===== src/rtl/mux8_frame_sequencer_pkg.sv =====
// Shared types and constants for the 8-way mux frame sequencer.
// Holds the word/select widths, the FSM state encoding and helpers that
// derive the first/last select positions from the LSB_FIRST setting.
package mux8_frame_sequencer_pkg;

    localparam int unsigned WORD_W = 8;
    localparam int unsigned SEL_W  = 3;

    typedef enum logic [1:0] {
        IDLE   = 2'b00,
        SHIFT  = 2'b01,
        PARITY = 2'b10
    } state_t;

    // Select value presented in the first cycle of a frame.
    function automatic logic [SEL_W-1:0] sel_first_f(input bit lsb_first);
        return lsb_first ? '0 : '1;
    endfunction

    // Select value at which a tick ends the data portion of the frame.
    function automatic logic [SEL_W-1:0] sel_last_f(input bit lsb_first);
        return lsb_first ? '1 : '0;
    endfunction

endpackage


===== src/rtl/mux8_frame_sequencer_if.sv =====
// Parallel word handshake between a word source and the frame sequencer.
//   din       : word to serialize (source -> sequencer)
//   din_valid : din is presented   (source -> sequencer)
//   din_ready : sequencer can take a word (sequencer -> source)
interface mux8_frame_sequencer_if;
    import mux8_frame_sequencer_pkg::*;

    logic [WORD_W-1:0] din;
    logic              din_valid;
    logic              din_ready;

    modport master (output din, output din_valid, input din_ready);
    modport slave  (input din, input din_valid, output din_ready);
endinterface


===== src/rtl/mux8_frame_sequencer_sel_counter.sv =====
// Select-line counter for the frame sequencer.
// Synchronous active-high reset and clear force zero; load takes load_val;
// en steps by +1 (up=1) or -1 (up=0). Priority: rst > clr > load > en.
// Ports:
//   clk, rst      : clock, synchronous active-high reset
//   clr, load, en : clear, load, step enable
//   up            : step direction
//   load_val      : value taken on load
//   sel           : registered select value
module mux8_frame_sequencer_sel_counter
    import mux8_frame_sequencer_pkg::*;
(
    input  logic             clk,
    input  logic             rst,
    input  logic             clr,
    input  logic             load,
    input  logic             en,
    input  logic             up,
    input  logic [SEL_W-1:0] load_val,
    output logic [SEL_W-1:0] sel
);

    always_ff @(posedge clk) begin
        if (rst || clr) begin
            sel <= '0;
        end else if (load) begin
            sel <= load_val;
        end else if (en) begin
            sel <= up ? sel + SEL_W'(1) : sel - SEL_W'(1);
        end
    end

endmodule


===== src/rtl/mux8_frame_sequencer.sv =====
// Upstream driver for the 8-way gate-level mux. Latches a parallel word from
// the handshake bus onto in0..in7 and walks the select lines s2..s0 across all
// eight positions, one per tick, so the mux output presents the word serially.
// Optional macro MUX8_SEQ_PARITY_EN adds a PARITY state after the last data
// bit and the parity_bit output (even parity of the held word).
// Ports:
//   clk, rst    : clock, synchronous active-high reset
//   bus         : word handshake (din, din_valid, din_ready)
//   tick        : bit-step enable, ignored while idle
//   in0..in7    : held word bits to the mux data inputs
//   s0, s1, s2  : mux select lines, s0 is the LSB
//   busy        : frame in progress
//   bit_valid   : mux output carries a data bit this cycle
//   parity_bit  : parity of the held word while in PARITY (macro only)
//   done        : one-cycle pulse after the frame ends
module mux8_frame_sequencer
    import mux8_frame_sequencer_pkg::*;
#(
    parameter bit LSB_FIRST = 1'b1
)
(
    input  logic                         clk,
    input  logic                         rst,
    mux8_frame_sequencer_if.slave        bus,
    input  logic                         tick,
    output logic                         in0,
    output logic                         in1,
    output logic                         in2,
    output logic                         in3,
    output logic                         in4,
    output logic                         in5,
    output logic                         in6,
    output logic                         in7,
    output logic                         s0,
    output logic                         s1,
    output logic                         s2,
    output logic                         busy,
    output logic                         bit_valid,
`ifdef MUX8_SEQ_PARITY_EN
    output logic                         parity_bit,
`endif
    output logic                         done
);

    localparam logic [SEL_W-1:0] SEL_FIRST = sel_first_f(LSB_FIRST);
    localparam logic [SEL_W-1:0] SEL_LAST  = sel_last_f(LSB_FIRST);

    state_t            state_q;
    state_t            state_d;
    logic [WORD_W-1:0] word_q;
    logic [SEL_W-1:0]  sel;
    logic              word_load;
    logic              sel_clr;
    logic              sel_load;
    logic              sel_en;
    logic              frame_end;
    logic              din_ready_q;
    logic              busy_q;
    logic              bit_valid_q;
    logic              done_q;
`ifdef MUX8_SEQ_PARITY_EN
    logic              parity_q;
`endif

    // State register.
    always_ff @(posedge clk) begin
        if (rst) begin
            state_q <= IDLE;
        end else begin
            state_q <= state_d;
        end
    end

    // Next-state and control decode; the end position is checked before stepping.
    always_comb begin
        state_d   = state_q;
        word_load = 1'b0;
        sel_clr   = 1'b0;
        sel_load  = 1'b0;
        sel_en    = 1'b0;
        frame_end = 1'b0;
        case (state_q)
            IDLE: begin
                if (bus.din_valid) begin
                    word_load = 1'b1;
                    sel_load  = 1'b1;
                    state_d   = SHIFT;
                end
            end
            SHIFT: begin
                if (tick) begin
                    if (sel == SEL_LAST) begin
`ifdef MUX8_SEQ_PARITY_EN
                        // Select holds on the last position through PARITY.
                        state_d   = PARITY;
`else
                        state_d   = IDLE;
                        sel_clr   = 1'b1;
                        frame_end = 1'b1;
`endif
                    end else begin
                        sel_en = 1'b1;
                    end
                end
            end
`ifdef MUX8_SEQ_PARITY_EN
            PARITY: begin
                if (tick) begin
                    state_d   = IDLE;
                    sel_clr   = 1'b1;
                    frame_end = 1'b1;
                end
            end
`endif
            default: begin
                state_d = IDLE;
                sel_clr = 1'b1;
            end
        endcase
    end

    // Word register and registered status outputs, computed from the next state.
    always_ff @(posedge clk) begin
        if (rst) begin
            word_q      <= '0;
            din_ready_q <= 1'b1;
            busy_q      <= 1'b0;
            bit_valid_q <= 1'b0;
            done_q      <= 1'b0;
`ifdef MUX8_SEQ_PARITY_EN
            parity_q    <= 1'b0;
`endif
        end else begin
            if (word_load) begin
                word_q <= bus.din;
            end
            din_ready_q <= (state_d == IDLE);
            busy_q      <= (state_d != IDLE);
            bit_valid_q <= (state_d == SHIFT);
            done_q      <= frame_end;
`ifdef MUX8_SEQ_PARITY_EN
            parity_q    <= (state_d == PARITY) && (^word_q);
`endif
        end
    end

    mux8_frame_sequencer_sel_counter u_sel_counter (
        .clk      (clk),
        .rst      (rst),
        .clr      (sel_clr),
        .load     (sel_load),
        .en       (sel_en),
        .up       (LSB_FIRST),
        .load_val (SEL_FIRST),
        .sel      (sel)
    );

    assign bus.din_ready = din_ready_q;
    assign busy          = busy_q;
    assign bit_valid     = bit_valid_q;
    assign done          = done_q;
`ifdef MUX8_SEQ_PARITY_EN
    assign parity_bit    = parity_q;
`endif

    assign {s2, s1, s0} = sel;
    assign {in7, in6, in5, in4, in3, in2, in1, in0} = word_q;

endmodule

===== src/flat_wrapper.sv =====
// flat-port wrapper written by rule: the top's interface ports become plain ports
module mux8_frame_sequencer_flat import mux8_frame_sequencer_pkg::*;
#(
    parameter bit LSB_FIRST = 1'b1
)
  (clk, rst, tick, in0, in1, in2, in3, in4, in5, in6, in7, s0, s1, s2, busy, bit_valid, done, bus_din, bus_din_valid, bus_din_ready);
  mux8_frame_sequencer_if bus_i ();
  input  logic clk;
  input  logic rst;
  input  logic tick;
  output logic in0;
  output logic in1;
  output logic in2;
  output logic in3;
  output logic in4;
  output logic in5;
  output logic in6;
  output logic in7;
  output logic s0;
  output logic s1;
  output logic s2;
  output logic busy;
  output logic bit_valid;
  output logic done;
  input wire logic [$bits(bus_i.din)-1:0] bus_din;
  input wire logic [$bits(bus_i.din_valid)-1:0] bus_din_valid;
  output wire logic [$bits(bus_i.din_ready)-1:0] bus_din_ready;
  assign bus_i.din = bus_din;
  assign bus_i.din_valid = bus_din_valid;
  assign bus_din_ready = bus_i.din_ready;
  mux8_frame_sequencer #(.LSB_FIRST(LSB_FIRST)) u_core (.clk(clk), .rst(rst), .bus(bus_i), .tick(tick), .in0(in0), .in1(in1), .in2(in2), .in3(in3), .in4(in4), .in5(in5), .in6(in6), .in7(in7), .s0(s0), .s1(s1), .s2(s2), .busy(busy), .bit_valid(bit_valid), .done(done));
endmodule

===== config.mk =====
export PLATFORM = sky130hd
export DESIGN_NAME = mux8_frame_sequencer_flat
export DESIGN_NICKNAME = d
export VERILOG_FILES = /design/src/rtl/mux8_frame_sequencer_pkg.sv /design/src/rtl/mux8_frame_sequencer_if.sv /design/src/rtl/mux8_frame_sequencer_sel_counter.sv /design/src/rtl/mux8_frame_sequencer.sv /design/src/flat_wrapper.sv
export SDC_FILE = /design/constraint.sdc
export NUM_CORES = 1
export LEC_CHECK = 0
export BUFFER_PORTS_ARGS = -buffer_cell sky130_fd_sc_hd__buf_2
export CORE_MARGIN = 3
export CORE_UTILIZATION = 47
export CTS_CLUSTER_DIAMETER = 100
export DETAILED_ROUTE_END_ITERATION = 6
export HOLD_SLACK_MARGIN = 0.12
export PLACE_DENSITY = 0.9
export SLEW_MARGIN = 10
export SYNTH_ARGS = -nofsm -noshare
export SYNTH_HDL_FRONTEND = slang
export SYNTH_SLANG_ARGS = --single-unit

===== constraint.sdc =====
create_clock -name clk -period 3.1 [get_ports clk]
set_clock_uncertainty 0.05 [all_clocks]
set_input_delay 0.31 -clock clk [delete_from_list [all_inputs] [get_ports clk]]
set_output_delay 0.31 -clock clk [all_outputs]
set_load 0.01 [all_outputs]

==> Word-level counts from Yosys, hierarchy flattened <==
Index checks and enable logic that the tools add are counted.
{ "op_classes": {"addsub": 1, "mul": 0, "div": 0, "order_cmp": 0, "eq_ne": 3, "n_shift": 0, "muxes": 12, "bitwise_logic": 1, "n_reduce_logical": 6} }
{ "op_table": {"columns": ["cell", "n"], "rows": [
  ["$mux W1", 7],
  ["$mux W2", 3],
  ["$eq A2 B1 Y1 const B", 2],
  ["$logic_not A2 Y1", 2],
  ["$pmux W2 S2", 1],
  ["$reduce_or A2 Y1", 2],
  ["$add A3 B1 Y3 const B", 1],
  ["$eq A3 B3 Y1 const B", 1],
  ["$pmux W1 S2", 1],
  ["$reduce_bool A2 Y1", 1],
  ["$logic_or A1 B1 Y1", 1],
  ["$not A1 Y1", 1]
]} }
{ "totals": {"ff_bits": 17, "latch_bits": 0, "ramBits": 0, "mem_bits_ro": 0, "inputBits": 12, "elab_cells": 30, "n_memories": 0} }

==> Depth between registers and ports, before layout <==
{ "logic_depth": {"ltp_word": 6, "depth_mapped": 5, "mapped_depth_nobuf": 5} }

==> Hierarchy <==
A second synthesis with hierarchy kept.
{ "unflattened": {"cells_unflattened": 74, "area_unflattened_um2": 777.0} }
{ "modules_own_cells": {"columns": ["mod", "n_inst", "cells_per_inst", "area_each_um2", "seq_area_each_um2"], "rows": [
  ["mux8_frame_sequencer", 1, 56, 598.1, 280.3],
  ["mux8_frame_sequencer_sel_counter", 1, 18, 178.9, 60.1]
]} }

==> Worst setup path after synthesis <==
Ideal clock, no wire load.
{ "synth_path": {"path_type": "reg-to-reg", "from": "register u_core.u_sel_counter.sel[0]", "to": "register u_core.u_sel_counter.sel[1]", "setup_time_ns": 0.121, "arrival_ns": 1.320, "required_ns": 2.929, "setup_slack_ns": 1.610, "stages_incl_launch_ff": 6, "n_path_buf": 0, "synth_period_minus_slack_ns": 1.490, "cell_sequence": "dfxtp_1 > ha_1 > ha_1 > and4bb_4 > mux2i_1 > nor2_1"} }
{ "synth_via": {"elab_chain_len": 6} }
{ "synth_rtl": {"columns": ["item", "line", "rtl"], "rows": [
  ["start: declaration", "mux8_frame_sequencer_sel_counter.sv:20", "output logic [SEL_W-1:0] sel"],
  ["start signal: assignment", "mux8_frame_sequencer_sel_counter.sv:27", "sel <= load_val;"],
  ["start signal: assignment", "mux8_frame_sequencer_sel_counter.sv:29", "sel <= up ? sel + SEL_W'(1) : sel - SEL_W'(1);"],
  ["$eq A3 B3 Y1", "mux8_frame_sequencer.sv:92", "if (sel == SEL_LAST) begin"],
  ["$mux W1", "mux8_frame_sequencer.sv:92", null],
  ["$mux W1", "mux8_frame_sequencer.sv:91", "if (tick) begin"],
  ["$pmux W1 S2", "mux8_frame_sequencer.sv:82", "case (state_q)"],
  ["$logic_or A1 B1 Y1", "mux8_frame_sequencer_sel_counter.sv:24", "if (rst || clr) begin"],
  ["$reduce_or A2 Y1 (no source line)", null, null]
]} }
Parallel ways exist; a longest one is shown, timed or not.
A chain may end at the register's enable or synchronous reset.

==> Final worst setup path <==
{ "layout_path": {"from": "register u_core.state_q[0]", "to": "register u_core.word_q[5]"} }
{ "layout_via": {"elab_chain_len": 2} }
{ "layout_rtl": {"columns": ["item", "line", "rtl"], "rows": [
  ["start: declaration", "mux8_frame_sequencer.sv:48", "state_t state_q;"],
  ["start signal: assignment", "mux8_frame_sequencer.sv:70", "state_q <= state_d;"],
  ["$logic_not A2 Y1", "mux8_frame_sequencer.sv:82", null],
  ["$mux W1", "mux8_frame_sequencer.sv:82", null],
  ["end signal: assignment", "mux8_frame_sequencer.sv:135", "word_q <= bus.din;"],
  ["end: declaration", "mux8_frame_sequencer.sv:50", "logic [WORD_W-1:0] word_q;"]
]} }
No other way between the ends.

==> impl_metrics.py <==
metrics = {
    "placed_design": {
        "dp_cells": 93,
        "gp_congestion": 0.6809,
        "dp_hpwl_um": 957.8,
        "port_buffers": 26,
        "post_dp_cell_area_um2": 755.7,
    },
    "clock_network": {
        "numCtsBuffers": 3,
        "clk-insertion-delay-late_ns": 0.28,
        "cts.sinks": 17,
        "h-tree-depth": 1,
        "clockBufferDepth": 2,
        "holdBufCountCts": 0,
        "cts_setup_buffers": 0,
        "ctsRootBufferMaster": "clkbuf_4",
        "cts_tree": "yes",
        "clkSlewWorstSetupHoldPaths_ns": 0.09,
        "cts_resized": 0,
    },
    "status": {
        "status": "completed",
    },
    "worst_setup_path": {
        "r2r_start": "u_core.state_q[0]",
        "slowest_delay_ns": 0.67,
        "cp-start-kind": "register",
        "path_cells": "nor3b_2, mux2i_1, nor2_1",
        "criticalPathCategory": "register to register",
        "worst_ep_arrival_time_ns": 1.70,
        "worstReg2RegEnd": "u_core.word_q[5]",
        "ff2ff_path_depth": 3,
        "endpoint_kind": "register",
        "rrSetupSlack_ns": 1.53,
        "required_ns": 3.23,
        "crit_slowest_cell": "nor3b_2",
        "worstPathMaxFanout": 8,
    },
    "timing": {
        "setup_viol": 0,
        "period_minus_slack_ns": 1.566,
        "max_freq_mhz": 638.7,
        "report.final.slew_viol_count": 0,
        "period_share": 0.5051,
        "max_slew_margin": 0.4798,
        "worstMarginPinSlew_ns": 0.7770,
        "hold_violations": 0,
        "fin_hold_ws_ns": 0.2164,
        "fin_setup_tns_ns": 0,
        "rsz0062_at_grt": "no",
    },
    "pwr": {
        "power_frac_clock": 0.295,
        "power.density_nw_per_um2": 489.1,
        "seqPwrFrac": 0.606,
        "power_switching_share": 0.2274,
        "power_switching_mw": 0.08698,
        "intPower_mw": 0.2955,
        "vdd_drop_max_mv": 0.3920,
        "p_comb_frac": 0.100,
        "leakage_nw": 0.3718,
    },
    "route": {
        "vias_per_cell": 4.825,
        "drtAntennaViolNets": 0,
        "post_drt_wl_per_cell_um": 12.25,
        "wl_met2_um": 644,
        "top_layer_used": "met4",
        "drt_first_pass_iters": 4,
        "drc": 0,
        "wl_met1_um": 425,
        "vias": 468,
        "wl_met3_um": 111,
        "drtIter0Drc": 1,
        "totalWireLength_um": 1188,
    },
    "synth": {
        "ys_types": 17,
        "muxShareOfSynthArea": 0.1597,
        "post_synth_and_or_nand_nor_area_fraction": 0.1277,
        "syn_nets": 69,
        "syn_inst": 55,
        "syn_area_um2": 626.9,
        "synth_fa_ha_area_frac": 0.03992,
        "synth_top_family_by_area": "multiplexers",
        "yosys_warnings": 0,
        "syn_avg_cell_area_um2": 11.40,
        "synth-xor-area-share": 0.01397,
        "synth_seq_cells": 17,
        "synth_compound_gate_area_share": 0.06786,
        "yosysSeqAreaShare": 0.5429,
    },
    "cells_and_area": {
        "mostFrequentLayoutCell": "buf_2",
        "final_cell_mix": "buf_2, dfxtp_1, nor2_1",
        "fin_nets": 98,
        "final_cells": 97,
        "drive_gt1_frac": 0.3976,
        "fin_area_um2": 782.0,
        "diodes": 0,
        "synthToLayoutAreaGrowth_pct": 24.75,
    },
    "floorplanning": {
        "core.rowCount": 12,
        "initial_core_util": 0.5353,
        "die_h_um": 42.52,
        "ios": 27,
        "die-area_um2": 1808,
        "die_w_um": 42.52,
        "core_um2": 1171,
    },
    "grt": {
        "grt_pass1_wl_um": 1987,
        "grt_pass1_vias": 467,
        "overflow": 0,
        "grt_antenna_before_repair": 0,
        "grt_use_total": 0.1504,
        "grt_max_degree": 11,
    },
    "min_path": {
        "min_to": "u_core.word_q[6]",
        "holdCritStartpoint": "bus_din[6]",
        "min_path_type": "input port to register",
        "hold_path_depth": 3,
    },
    "flow_run": {
        "cap_violations": 0,
    },
}
## worst max path at each step
stage	cells past startpoint	start	end	slack (ns)
after global placement	4	bus_din_valid	u_core.word_q[7]	1.54
after floorplan	5	u_core.u_sel_counter.sel[0]	u_core.u_sel_counter.sel[1]	1.61
after detailed placement	4	bus_din_valid	u_core.word_q[3]	1.48
after global routing	3	u_core.state_q[0]	u_core.word_q[3]	1.37
after CTS	3	u_core.state_q[0]	u_core.word_q[5]	1.51
final	3	u_core.state_q[0]	u_core.word_q[5]	1.53
## layer usage
layer,vias up,global-route usage
li1,242,-
met1,204,0.1198
met2,20,0.2948
met3,2,0.09442
met4,0,0.03727
met5,-,0
## flip-flops by register name (all words and copies together), names as in the netlist
register / count
u_core.bit_valid: 1
u_core.bus.din_ready: 1
u_core.busy: 1
u_core.done: 1
u_core.state_q: 2
u_core.u_sel_counter.sel: 3
u_core.word_q: 8
## worst max-delay path: cells and delay by family (launching register included)
kind | cells | cell delay (ns)
and+or+nand+nor | 2 | 0.73
DFF | 1 | 0.40
muxes | 1 | 0.28
## cells by family after synthesis
group | count (synthesis)
adder cells (fa/ha/maj) | 2
multiplexers | 10
buffers and inverters | 4
flip-flops | 17
AO/OA/AOI/OAI | 5
other | 1
XOR/XNOR | 1
AND/OR/NAND/NOR | 15
## cell usage after synthesis, drive strengths merged
cell type / number / area share
inv: 2 / 0.012
nor3b: 1 / 0.020
mux2i: 10 / 0.16
nor3: 1 / 0.0080
xnor2: 1 / 0.014
buf: 2 / 0.030
ha: 2 / 0.040
o21a: 3 / 0.036
o21ai: 1 / 0.0080
nor2: 11 / 0.066
a311oi: 1 / 0.024
conb: 1 / 0.0060
dfxtp: 17 / 0.54
nand3: 1 / 0.0080
and4bb: 1 / 0.026
## layout make-up
cell class	count	area, µm²
multi-input cells	34	260.3
repair buffers	26	130.1
flip-flops and latches	17	340.3
inverters	2	7.507
well taps	14	17.52
clock buffers	4	26.28
fillers	97	389.1
## metrics by stage
step | utilization | power, mW | worst slack, ns
after floorplan | - | 0.2594 | 1.610
after global placement | 0.6453 | 0.2732 | 1.542
after detailed placement | 0.6453 | 0.2754 | 1.483
after CTS | 0.6677 | 0.3874 | 1.505
after global routing | 0.6677 | 0.4035 | 1.369
final | 0.6677 | 0.3824 | 1.534
## power by group through the flow
stage / combinational [mW] / clock (mW) / sequential (mW)
after floorplan: 0.0195 / 0 / 0.240
after global placement: 0.0370 / 0 / 0.236
after detailed placement: 0.0387 / 0 / 0.237
after CTS: 0.0388 / 0.117 / 0.232
after global routing: 0.0421 / 0.129 / 0.233
final: 0.0381 / 0.113 / 0.232
No activity file was read; power rests on OpenSTA's default activity.
